==> src/rtl/pc_gen_unit.sv <==
// pc_gen_unit: next fetch-block PC generator at the head of the fetch pipeline.
//   Picks the next PC from, in priority order: trap redirect, branch-resolution
//   recovery, halt, RAS-predicted return, predicted taken target, sequential block.
//   Runs a boot/run/halt state machine and keeps a circular return-address stack.
// Ports:
//   clk_i, rst_i (async, active-high)
//   trap_*_i   : trap redirect request and handler address
//   res_*_i    : branch resolution (mispredict recovery)
//   halt_i     : stop issuing fetch addresses
//   pred_*_i   : front-end prediction for the current block (used only on accept)
//   fetch_ready_i / pc_o / pc_valid_o : valid/ready handshake toward fetch
//   flush_o    : pc_o is the first address after a redirect
//   ras_count_o: number of valid RAS entries
module pc_gen_unit #(
  parameter int XLEN                 = 32,
  parameter logic [XLEN-1:0] BOOT_PC = 32'h0000_1000,
  parameter int FETCH_BYTES          = 8,
  parameter int RAS_DEPTH            = 8,
  localparam int SLOTS  = FETCH_BYTES / 4,
  localparam int SLOT_W = (SLOTS > 1) ? $clog2(SLOTS) : 1,
  localparam int CNT_W  = $clog2(RAS_DEPTH) + 1
) (
  input  logic              clk_i,
  input  logic              rst_i,
  input  logic              trap_valid_i,
  input  logic [XLEN-1:0]   trap_target_i,
  input  logic              res_valid_i,
  input  logic              res_mispredict_i,
  input  logic              res_taken_i,
  input  logic [XLEN-1:0]   res_target_i,
  input  logic [XLEN-1:0]   res_pc_i,
  input  logic              halt_i,
  input  logic              pred_taken_i,
  input  logic [XLEN-1:0]   pred_target_i,
  input  logic [SLOT_W-1:0] pred_slot_i,
  input  logic              pred_call_i,
  input  logic              pred_ret_i,
  input  logic              fetch_ready_i,
  output logic [XLEN-1:0]   pc_o,
  output logic              pc_valid_o,
  output logic              flush_o,
  output logic [CNT_W-1:0]  ras_count_o
);

  localparam int OFF_W = $clog2(FETCH_BYTES);
  localparam int PTR_W = $clog2(RAS_DEPTH);

  typedef enum logic [1:0] {
    ST_BOOT,
    ST_RUN,
    ST_HALT
  } state_e;

  state_e            state_q, state_d;
  logic [XLEN-1:0]   pc_q, pc_d;
  logic              flush_q, flush_d;
  logic [CNT_W-1:0]  cnt_q, cnt_d;
  logic [PTR_W-1:0]  top_q, top_d;
  logic [XLEN-1:0]   ras_q [RAS_DEPTH];

  logic              accept;
  logic              mispredict;
  logic              redirect;
  logic              hold;
  logic              pop_en;
  logic              push_en;
  logic              ras_wr_en;
  logic [PTR_W-1:0]  ras_wr_idx;
  logic [XLEN-1:0]   base;
  logic [XLEN-1:0]   seq;
  logic [XLEN-1:0]   push_val;
  logic [XLEN-1:0]   next_raw;
  logic [PTR_W-1:0]  top_inc;
  logic [PTR_W-1:0]  top_dec;

  assign pc_o        = pc_q;
  assign pc_valid_o  = (state_q == ST_RUN);
  assign flush_o     = flush_q;
  assign ras_count_o = cnt_q;

  assign accept     = pc_valid_o & fetch_ready_i;
  assign mispredict = res_valid_i & res_mispredict_i;
  assign redirect   = trap_valid_i | mispredict;
  assign hold       = (state_q == ST_HALT) | halt_i;

  assign base     = {pc_q[XLEN-1:OFF_W], {OFF_W{1'b0}}};
  assign seq      = base + XLEN'(FETCH_BYTES);
  // Return address is the instruction after the call slot.
  assign push_val = base + XLEN'({pred_slot_i, 2'b00}) + XLEN'(4);

  // Depth need not be a power of two, so wrap the pointer explicitly.
  assign top_inc = (top_q == PTR_W'(RAS_DEPTH - 1)) ? '0 : top_q + PTR_W'(1);
  assign top_dec = (top_q == '0) ? PTR_W'(RAS_DEPTH - 1) : top_q - PTR_W'(1);

  // A pop is only taken when the return actually steers the PC; a push only
  // needs an accepted call without a redirect.
  assign pop_en  = ~redirect & ~hold & accept & pred_ret_i & (cnt_q != '0);
  assign push_en = ~redirect & accept & pred_call_i;

  // Next-PC selection.
  always_comb begin
    next_raw = pc_q;
    flush_d  = redirect;
    if (trap_valid_i) begin
      next_raw = trap_target_i;
    end else if (mispredict) begin
      next_raw = res_taken_i ? res_target_i : res_pc_i + XLEN'(4);
    end else if (hold) begin
      next_raw = pc_q;
    end else if (pop_en) begin
      next_raw = ras_q[top_q];
    end else if (accept && pred_taken_i) begin
      next_raw = pred_target_i;
    end else if (accept) begin
      next_raw = seq;
    end
    pc_d = next_raw & ~XLEN'(3);
  end

  // RAS pointer/count update. Pop-then-push collapses into overwriting the top.
  always_comb begin
    cnt_d      = cnt_q;
    top_d      = top_q;
    ras_wr_en  = 1'b0;
    ras_wr_idx = top_q;
    if (trap_valid_i) begin
      cnt_d = '0;
    end else if (pop_en && push_en) begin
      ras_wr_en = 1'b1;
    end else if (pop_en) begin
      top_d = top_dec;
      cnt_d = cnt_q - CNT_W'(1);
    end else if (push_en) begin
      top_d      = top_inc;
      ras_wr_idx = top_inc;
      ras_wr_en  = 1'b1;
      // When full the push lands on the oldest entry; count saturates.
      if (cnt_q != CNT_W'(RAS_DEPTH)) begin
        cnt_d = cnt_q + CNT_W'(1);
      end
    end
  end

  // State machine next-state.
  always_comb begin
    state_d = state_q;
    unique case (state_q)
      ST_BOOT: begin
        if (trap_valid_i)  state_d = ST_RUN;
        else if (halt_i)   state_d = ST_HALT;
        else               state_d = ST_RUN;
      end
      ST_RUN: begin
        if (!redirect && halt_i) state_d = ST_HALT;
      end
      ST_HALT: begin
        // Trap always resumes; mispredict only moves the PC while halted.
        if (trap_valid_i)    state_d = ST_RUN;
        else if (mispredict) state_d = ST_HALT;
        else if (!halt_i)    state_d = ST_RUN;
      end
      default: state_d = ST_BOOT;
    endcase
  end

  always_ff @(posedge clk_i or posedge rst_i) begin
    if (rst_i) begin
      state_q <= ST_BOOT;
      pc_q    <= BOOT_PC;
      flush_q <= 1'b0;
      cnt_q   <= '0;
      top_q   <= PTR_W'(RAS_DEPTH - 1);
    end else begin
      state_q <= state_d;
      pc_q    <= pc_d;
      flush_q <= flush_d;
      cnt_q   <= cnt_d;
      top_q   <= top_d;
    end
  end

  // Entries are only meaningful below the count, so storage needs no reset.
  always_ff @(posedge clk_i) begin
    if (ras_wr_en) begin
      ras_q[ras_wr_idx] <= push_val;
    end
  end

endmodule
==> config.mk <==
export PLATFORM = sky130hd
export DESIGN_NAME = pc_gen_unit
export DESIGN_NICKNAME = d
export VERILOG_FILES = /design/src/rtl/pc_gen_unit.sv
export SDC_FILE = /design/constraint.sdc
export NUM_CORES = 1
export LEC_CHECK = 0
export BUFFER_PORTS_ARGS = -buffer_cell sky130_fd_sc_hd__buf_4
export CAP_MARGIN = 40
export CORE_ASPECT_RATIO = 0.8
export CORE_UTILIZATION = 40
export DETAILED_ROUTE_END_ITERATION = 6
export GPL_TIMING_DRIVEN = 1
export SLEW_MARGIN = 0
export SYNTH_ARGS = -nofsm -noshare
export SYNTH_HDL_FRONTEND = slang
export SYNTH_SLANG_ARGS = --single-unit
==> constraint.sdc <==
create_clock -name clk_i -period 5.5 [get_ports clk_i]
set_input_delay 0.55 -clock clk_i [delete_from_list [all_inputs] [get_ports clk_i]]
set_output_delay 0.55 -clock clk_i [all_outputs]
set_load 0.03 [all_outputs]
==> out/metrics.csv, run 1 <==
stage,metric,value,unit
outcome,status,"finished, final reports clean",
drt,DRT Wirelength,43300,um
setup_path,worst r2r src,ras_count_o[0],
logic_synthesis,xor and xnor fraction of the mapped netlist area,4.95,%
cts,CTS sink count,280,
logic_synthesis,largest family of logic cells by synthesized area,multiplexers,
logic_synthesis,compound-gate portion of the synthesized area,9.26,%
drt,DR vias/cell,6.01,
logic_synthesis,Syn Area/Cell,13.1,sq um
cts,CTS Buf Count,28,
setup_path,Critical Path RT,5.68,ns
finish,Inserted Diodes,0,
cts,CTS resizes,0,
logic_synthesis,Synth area leader,edfxtp_1,
drt,drt first pass iters,6,
power_and_ir_drop,combinational share of power,26.0,%
setup_path,CP Launch Type,register,
sta,Final Cycle Share,66.1,%
placement,Detailed Place HPWL,29400,um
global_route,GRT Residual Overflow,0,
finish,Filler Cells Inserted,2944,
cts,hold_buf cts,1,
finish,area grow syn2layout,19.6,%
sta,crit path time final,3.63,ns
placement,Placer Congestion,0.886,
floorplanning,Starting Density,40.9,%
setup_path,worst reg2reg path depth,7,
sta,Fin. Hold Viols,0,
worst_hold_path,HP Class,input pin to register,
finish,share of cells above drive strength 1,26.3,%
drt,post-DR wirelength/cell,26.0,um
placement,post-place instance area,15700,sq um
finish,fin cells,1664,
cts,Post-CTS Setup Bufs,0,
sta,final setup fails,0,
logic_synthesis,Mapped Area,13800,sq um
setup_path,reg2reg end,ras_q[6][25],
logic_synthesis,Mapped Cells,1053,
logic_synthesis,register bit count reported by yosys,280,
finish,"Design Area, Final",16500,sq um
global_route,initial antenna violation count,1,
cts,CTS tree,done,
job,max-cap viol count,0,
drt,DR vias,9998,
global_route,vias in the first global route,9686,
power_and_ir_drop,switching power,1.79,mW
floorplanning,Die Y,168,um
sta,Pins Over Slew Limit,0,
sta,setup tns final,0,ns
logic_synthesis,area share of the largest cell type after synthesis,52.2,%
drt,# DRC,0,
drt,drt initial violations,1205,
cts,deepest clock path buffer count,3,
sta,unrepaired setup endpoints after global routing,false,
setup_path,Max Fanout on Critical Path,25,
setup_path,internal reg-to-reg setup slack,1.87,ns
global_route,largest net degree at the start of global routing,52,
placement,DP Cell Count,1613,
setup_path,WP data arrival,3.81,ns
drt,Routed Antenna Nets,0,
floorplanning,number of I/O pins,178,
logic_synthesis,Synth Area in Adders,0.816,%
floorplanning,Die W,210,um
cts,CTS H-Tree Depth,1,
setup_path,Setup CP Type,register to register,
setup_path,CP Capture Type,register,
floorplanning,core footprint,33800,sq um
logic_synthesis,area share of and/or/nand/nor cells after synthesis,11.3,%
power_and_ir_drop,VDD IR-drop max,252,uV
sta,worst-margin pin slew,0.963,ns
logic_synthesis,asr flop ratio synth,14.3,%
setup_path,CP Launch Point,ras_count_o[0],
floorplanning,row count,60,
sta,Relative slew margins,35.3,%
power_and_ir_drop,PwrDens,358,nW/um^2
logic_synthesis,Netlist cell types,71,
cts,Clock Latency Late Sink,0.56,ns
global_route,first-pass GRT wire length,63700,um
logic_synthesis,sequential element share of the synthesized area,59.5,%
floorplanning,total die area,35300,sq um
logic_synthesis,Main synth FF type,edfxtp_1,
logic_synthesis,Synth area leaders,"edfxtp_1, mux4_2, dfrtp_1, xnor2_1, nand2_1",
cts,Clk Tree Root Cell,clkbuf_16,
sta,skew final,0.0228,ns
power_and_ir_drop,switch share,30.3,%
cts,Clock transition at path regs,0.06,ns
power_and_ir_drop,Reg power frac,44.2,%
power_and_ir_drop,Power Total,5.91,mW
logic_synthesis,Synth Warn #,0,
setup_path,CP endpoint,ras_q[6][25],
logic_synthesis,multiplexer share of the synthesized area,11.3,%
power_and_ir_drop,clock power share,29.7,%
global_route,GRT Total Usage,24.5,%
logic_synthesis,number of synthesized flops with an enable pin,240,
sta,FMAX,275,MHz
finish,final net count,1359,
power_and_ir_drop,Internal Power,4.12,mW
placement,I/O Buffers,167,
power_and_ir_drop,Leak,5.76,nW
-- per-layer routing --
metal	vias up	GRT usage, %	wire [um]	share of wire, %
met4	0	6.70	1180	2.7
met2	451	37.8	19800	46
li1	4406	-	-	-
met1	5075	36.3	19100	44
met5	-	0	0	0
met3	66	3.41	3200	7.4
-- logic make-up after synthesis --
group,count (synthesis)
other,1
xor gates and xnor gates,78
adders and majority gates,9
DFF,280
buffers and inverters,92
AOI/OAI and AO/OA,196
and+or+nand+nor,316
muxes,81
-- worst min-delay path by stage --
stage,start,cells after the start,end
after floorplan,state_q[1],3,state_q[0]
after global placement,ras_count_o[3],1,ras_count_o[3]
after detailed placement,rst_i,2,state_q[1]
after CTS,halt_i,2,state_q[0]
after global routing,halt_i,2,state_q[0]
final,halt_i,2,state_q[0]
-- critical path, cell delays in order, from the launching register on --
cell     delay [ns]
dfrtp_1        0.47
or4_4          0.61
and3_1         0.34
a21oi_1        0.20
mux2_2         0.36
or3_1          0.48
nor2_4         0.28
buf_4          0.50
-- registers in the layout, indices dropped and copies added (netlist names) --
signal	cells
ras_q	240
pc_o	30
ras_count_o	4
top_q	3
state_q	2
flush_o	1
-- synth_stat cells (8+ instances only) --
library cell	n
dfrtp_1	36
nor2_1	67
a21oi_1	47
a31oi_1	23
edfxtp_1	240
nand4_1	23
ha_1	9
inv_1	15
a221oi_1	15
and3_1	15
or3_1	9
xnor2_1	49
clkbuf_1	44
buf_2	19
nor3_1	24
o221ai_1	8
nand2_1	97
mux4_2	60
a211o_1	8
o21ai_0	46
nand3_1	42
o211ai_1	9
mux2i_1	18
xor2_1	29
-- power groups by stage --
| stage | Combinational [mW] | Sequential, mW | Clock [mW] |
|---|---|---|---|
| 2_1_floorplan | 1.02 | 2.62 | 0 |
| 3_3_place_gp | 1.48 | 2.65 | 0 |
| 3_5_place_dp | 1.54 | 2.66 | 0 |
| 4_1_cts | 1.54 | 2.61 | 1.79 |
| 5_1_grt | 1.65 | 2.63 | 1.87 |
| 6_report | 1.54 | 2.61 | 1.76 |
-- stage by stage --
| stage | hold slack (ns) | util, % | setup WS [ns] |
|---|---|---|---|
| 6_report | 0.261 | 48.9 | 1.87 |
| 5_1_grt | 0.260 | 48.9 | 1.75 |
| 4_1_cts | 0.237 | 48.9 | 1.85 |
| 3_5_place_dp | 0.508 | 46.4 | 1.67 |
| 3_3_place_gp | 0.499 | 46.0 | 1.58 |
| 2_1_floorplan | 0.628 | - | 1.37 |
-- placed cells by master, fill, tap and decap left out, types with 8 or more instances in the layout --
cell type  count
dfrtp_1       36
edfxtp_1     240
a21oi_1       47
buf_4        193
xnor2_1       49
o221ai_1       8
inv_1         14
nor3_1        24
nor2_4         8
ha_1           9
a31oi_1       23
or3_1          9
nand3_1       42
a211o_1        8
nand4_1       23
mux4_2        60
and3_1        15
a221oi_1      15
clkinv_1       8
o211ai_1       9
o21ai_0       46
nor2_1        58
mux2i_1       18
xor2_1        29
clkbuf_16     29
nand2_1       97
-- cell type report --
type / instances / area (sq um) / area share [%]
clock buffer: 36 / 762 / 4.61
inverter: 18 / 67.6 / 0.409
multi-input combinational: 682 / 5270 / 31.9
sequential: 280 / 8220 / 49.8
timing repair buffer: 200 / 1590 / 9.65
tap: 434 / 543 / 3.29
clock inverter: 14 / 63.8 / 0.386
Note: power is estimated with default switching activity, not from simulation.
==> run 2: changes to the inputs <==
- ABC_AREA: not set -> 1
- clock period: 5.5 -> 3.1 ns (I/O delays scaled with it)
==> run 2 against run 1 <==
Register-to-register slack got worse by 1.6 ns. Flip-flop and latch count did not move. Synthesized cell count grew 58%. Sequential power up 81%. Hold slack worse by 0.21 ns. Fmax rose by 30%. Area after synthesis increased by 5.7%.
==> out/metrics.csv, run 2 <==
stage,metric,value,unit
setup_path,"slowest stage delay, CP",0.41,ns
power_and_ir_drop,Leak,7.09,nW
power_and_ir_drop,switching power,4.07,mW
logic_synthesis,synth cell count leaders,"nand2_1, nor2_1, edfxtp_1",
cts,Clock Latency Late Sink,0.57,ns
drt,Routed Antenna Nets,0,
power_and_ir_drop,Reg power frac,41.0,%
floorplanning,row count,62,
floorplanning,Die W,216,um
logic_synthesis,Netlist cell types,43,
sta,FMAX,358,MHz
power_and_ir_drop,Power Total,11.5,mW
sta,Pins Over Slew Limit,0,
drt,drt initial violations,1184,
cts,deepest clock path buffer count,3,
floorplanning,total die area,37300,sq um
global_route,GRT Total Usage,26.7,%
cts,CTS tree,done,
logic_synthesis,Mapped Cells,1669,
sta,Relative slew margins,41.9,%
power_and_ir_drop,clock power share,29.3,%
floorplanning,Starting Density,40.6,%
logic_synthesis,Synth Warn #,0,
floorplanning,number of I/O pins,178,
cts,Clock transition at path regs,0.08,ns
logic_synthesis,area share of the largest cell type after synthesis,49.4,%
setup_path,Crit-path slowest cell,dfrtp_1,
sta,skew final,0.0258,ns
cts,CTS sink count,280,
logic_synthesis,register bit count reported by yosys,280,
drt,# DRC,0,
power_and_ir_drop,switch share,35.3,%
setup_path,Crit path max-delay family,simple AND/OR/NAND/NOR gates,
sta,setup tns final,0,ns
logic_synthesis,compound-gate portion of the synthesized area,10.4,%
finish,"most common cell after layout, fill and taps aside",nand2_1,
worst_hold_path,HP Class,input pin to register,
drt,DR WL met2,21600,um
drt,post-DR wirelength/cell,21.4,um
logic_synthesis,most frequent cell after synthesis,nand2_1,
setup_path,CP Capture Type,register,
setup_path,crit path buf inv count,3,
sta,worst-margin pin slew,0.868,ns
setup_path,Max Fanout on Critical Path,24,
logic_synthesis,Main synth FF type,edfxtp_1,
outcome,status,"finished, final reports clean",
placement,DP Cell Count,2291,
sta,unrepaired setup endpoints after global routing,false,
logic_synthesis,number of synthesized flops with an enable pin,240,
setup_path,Critical Path RT,3.35,ns
finish,Filler Cells Inserted,3439,
logic_synthesis,multiplexer share of the synthesized area,0,%
logic_synthesis,asr flop ratio synth,14.3,%
global_route,first-pass GRT wire length,74600,um
setup_path,Setup CP Type,register to register,
logic_synthesis,Synth Area in Adders,0.771,%
sta,crit path time final,2.79,ns
placement,Detailed Place HPWL,35800,um
finish,share of cells above drive strength 1,16.6,%
placement,I/O Buffers,167,
drt,DR vias/cell,5.41,
power_and_ir_drop,combinational share of power,29.7,%
sta,Final Cycle Share,90.1,%
cts,CTS H-Tree Depth,1,
setup_path,worst path cell trace,inv_1 -> nand3_2 -> nor2_8 -> nand2_4 -> inv_2 -> nor2_1 -> o21ai_1 -> o211ai_1 -> nor2_4 -> buf_12,
drt,met3 WL,4200,um
sta,final setup fails,0,
power_and_ir_drop,VDD IR-drop max,529,uV
finish,Largest Register,ras_q,
power_and_ir_drop,PwrDens,653,nW/um^2
logic_synthesis,Synth area leaders,"edfxtp_1, nand2_1, nor2_1, dfrtp_1, nand3_1",
drt,drt first pass iters,5,
finish,final net count,1993,
logic_synthesis,Syn Area/Cell,8.75,sq um
logic_synthesis,area share of and/or/nand/nor cells after synthesis,25.6,%
drt,uppermost layer routed,met4,
finish,area grow syn2layout,20.7,%
global_route,largest net degree at the start of global routing,127,
power_and_ir_drop,Internal Power,7.44,mW
finish,Inserted Diodes,0,
floorplanning,core footprint,35900,sq um
finish,most frequent cells in the layout,"nand2_1, nor2_1, edfxtp_1",
finish,max reg flops,240,
cts,Clk Tree Root Cell,clkbuf_16,
logic_synthesis,Mapped Area,14600,sq um
floorplanning,Die Y,173,um
logic_synthesis,largest family of logic cells by synthesized area,simple AND/OR/NAND/NOR gates,
logic_synthesis,sequential element share of the synthesized area,56.3,%
setup_path,WP data arrival,3.04,ns
sta,Fin. Hold Viols,0,
logic_synthesis,Synth area leader,edfxtp_1,
finish,fin cells,2347,
global_route,GRT Residual Overflow,0,
drt,DR vias,12708,
logic_synthesis,xor and xnor fraction of the mapped netlist area,2.34,%
placement,Placer Congestion,0.954,
job,max-cap viol count,0,
cts,CTS Buf Count,29,
drt,DRT Wirelength,50200,um
global_route,initial antenna violation count,0,
global_route,vias in the first global route,11908,
cts,Post-CTS Setup Bufs,0,
drt,met1 WL,23500,um
setup_path,CP Launch Type,register,
run 2: path summary, 6_finish.rpt:
| kind | startpoint | endpoint | slack (ns) | cells past startpoint |
|---|---|---|---|---|
| worst max-delay path | state_q[1] | ras_q[6][20] | 0.31 | 10 |
| worst min register to register | pc_o[2] | pc_o[2] | 0.55 | 2 |
| max in group asynchronous | rst_i | top_q[2] | 2.39 | 4 |
| worst min-delay path | res_target_i[2] | pc_o[2] | 0.05 | 3 |
| min in group asynchronous | rst_i | ras_count_o[2] | 0.21 | 3 |
| worst max register to register | state_q[1] | ras_q[6][20] | 0.31 | 10 |
run 2: timing repair:
action	4_1_cts	5_1_grt
endpoints found under the hold margin	38	0
gates resized for setup	0	0
hold buffers	2	0
run 2: routing by layer:
layer / global-route usage (%) / vias up
met3: 5.28 / 55
met1: 40.9 / 6164
met5: 0 / -
met4: 5.17 / 0
met2: 39.2 / 476
li1: - / 6013
run 2: power groups by stage:
stage	sequential, mW	clock (mW)	combinational, mW
2_1_floorplan	4.85	0	2.05
3_3_place_gp	4.78	0	3.36
3_5_place_dp	4.79	0	3.41
4_1_cts	4.71	3.42	3.42
5_1_grt	4.74	3.57	3.75
6_report	4.72	3.37	3.42
run 2: stage by stage:
stage / setup WS (ns) / hold slack [ns] / util, % / instance area [sq um]
2_1_floorplan: -0.348 / 0.446 / - / 14600
3_3_place_gp: 0.342 / 0.531 / 46.4 / 16700
3_5_place_dp: 0.306 / 0.233 / 46.5 / 16700
4_1_cts: 0.297 / 0.0302 / 49.0 / 17600
5_1_grt: 0.105 / 0.0555 / 49.0 / 17600
6_report: 0.308 / 0.0494 / 49.0 / 17600
run 2: cell type report:
class,instances,area [sq um],share of cell area [%]
flip-flops and latches,280,8220,46.6
clock buffers,32,737,4.18
multi-input cells,1229,5770,32.8
inverters,86,325,1.85
well taps,480,601,3.41
clock inverters,22,168,0.952
repair buffers,218,1800,10.2
run 2: kinds of logic after synthesis:
family | Yosys count
xor gates and xnor gates | 39
buffers and inverters | 161
adders and majority gates | 9
DFF | 280
AOI/OAI and AO/OA | 275
and+or+nand+nor | 904
other | 1
run 2: worst min-delay path: stages:
cell and delay [ns]:
buf_4 0.08, o211ai_1 0.09, nand4_1 0.11
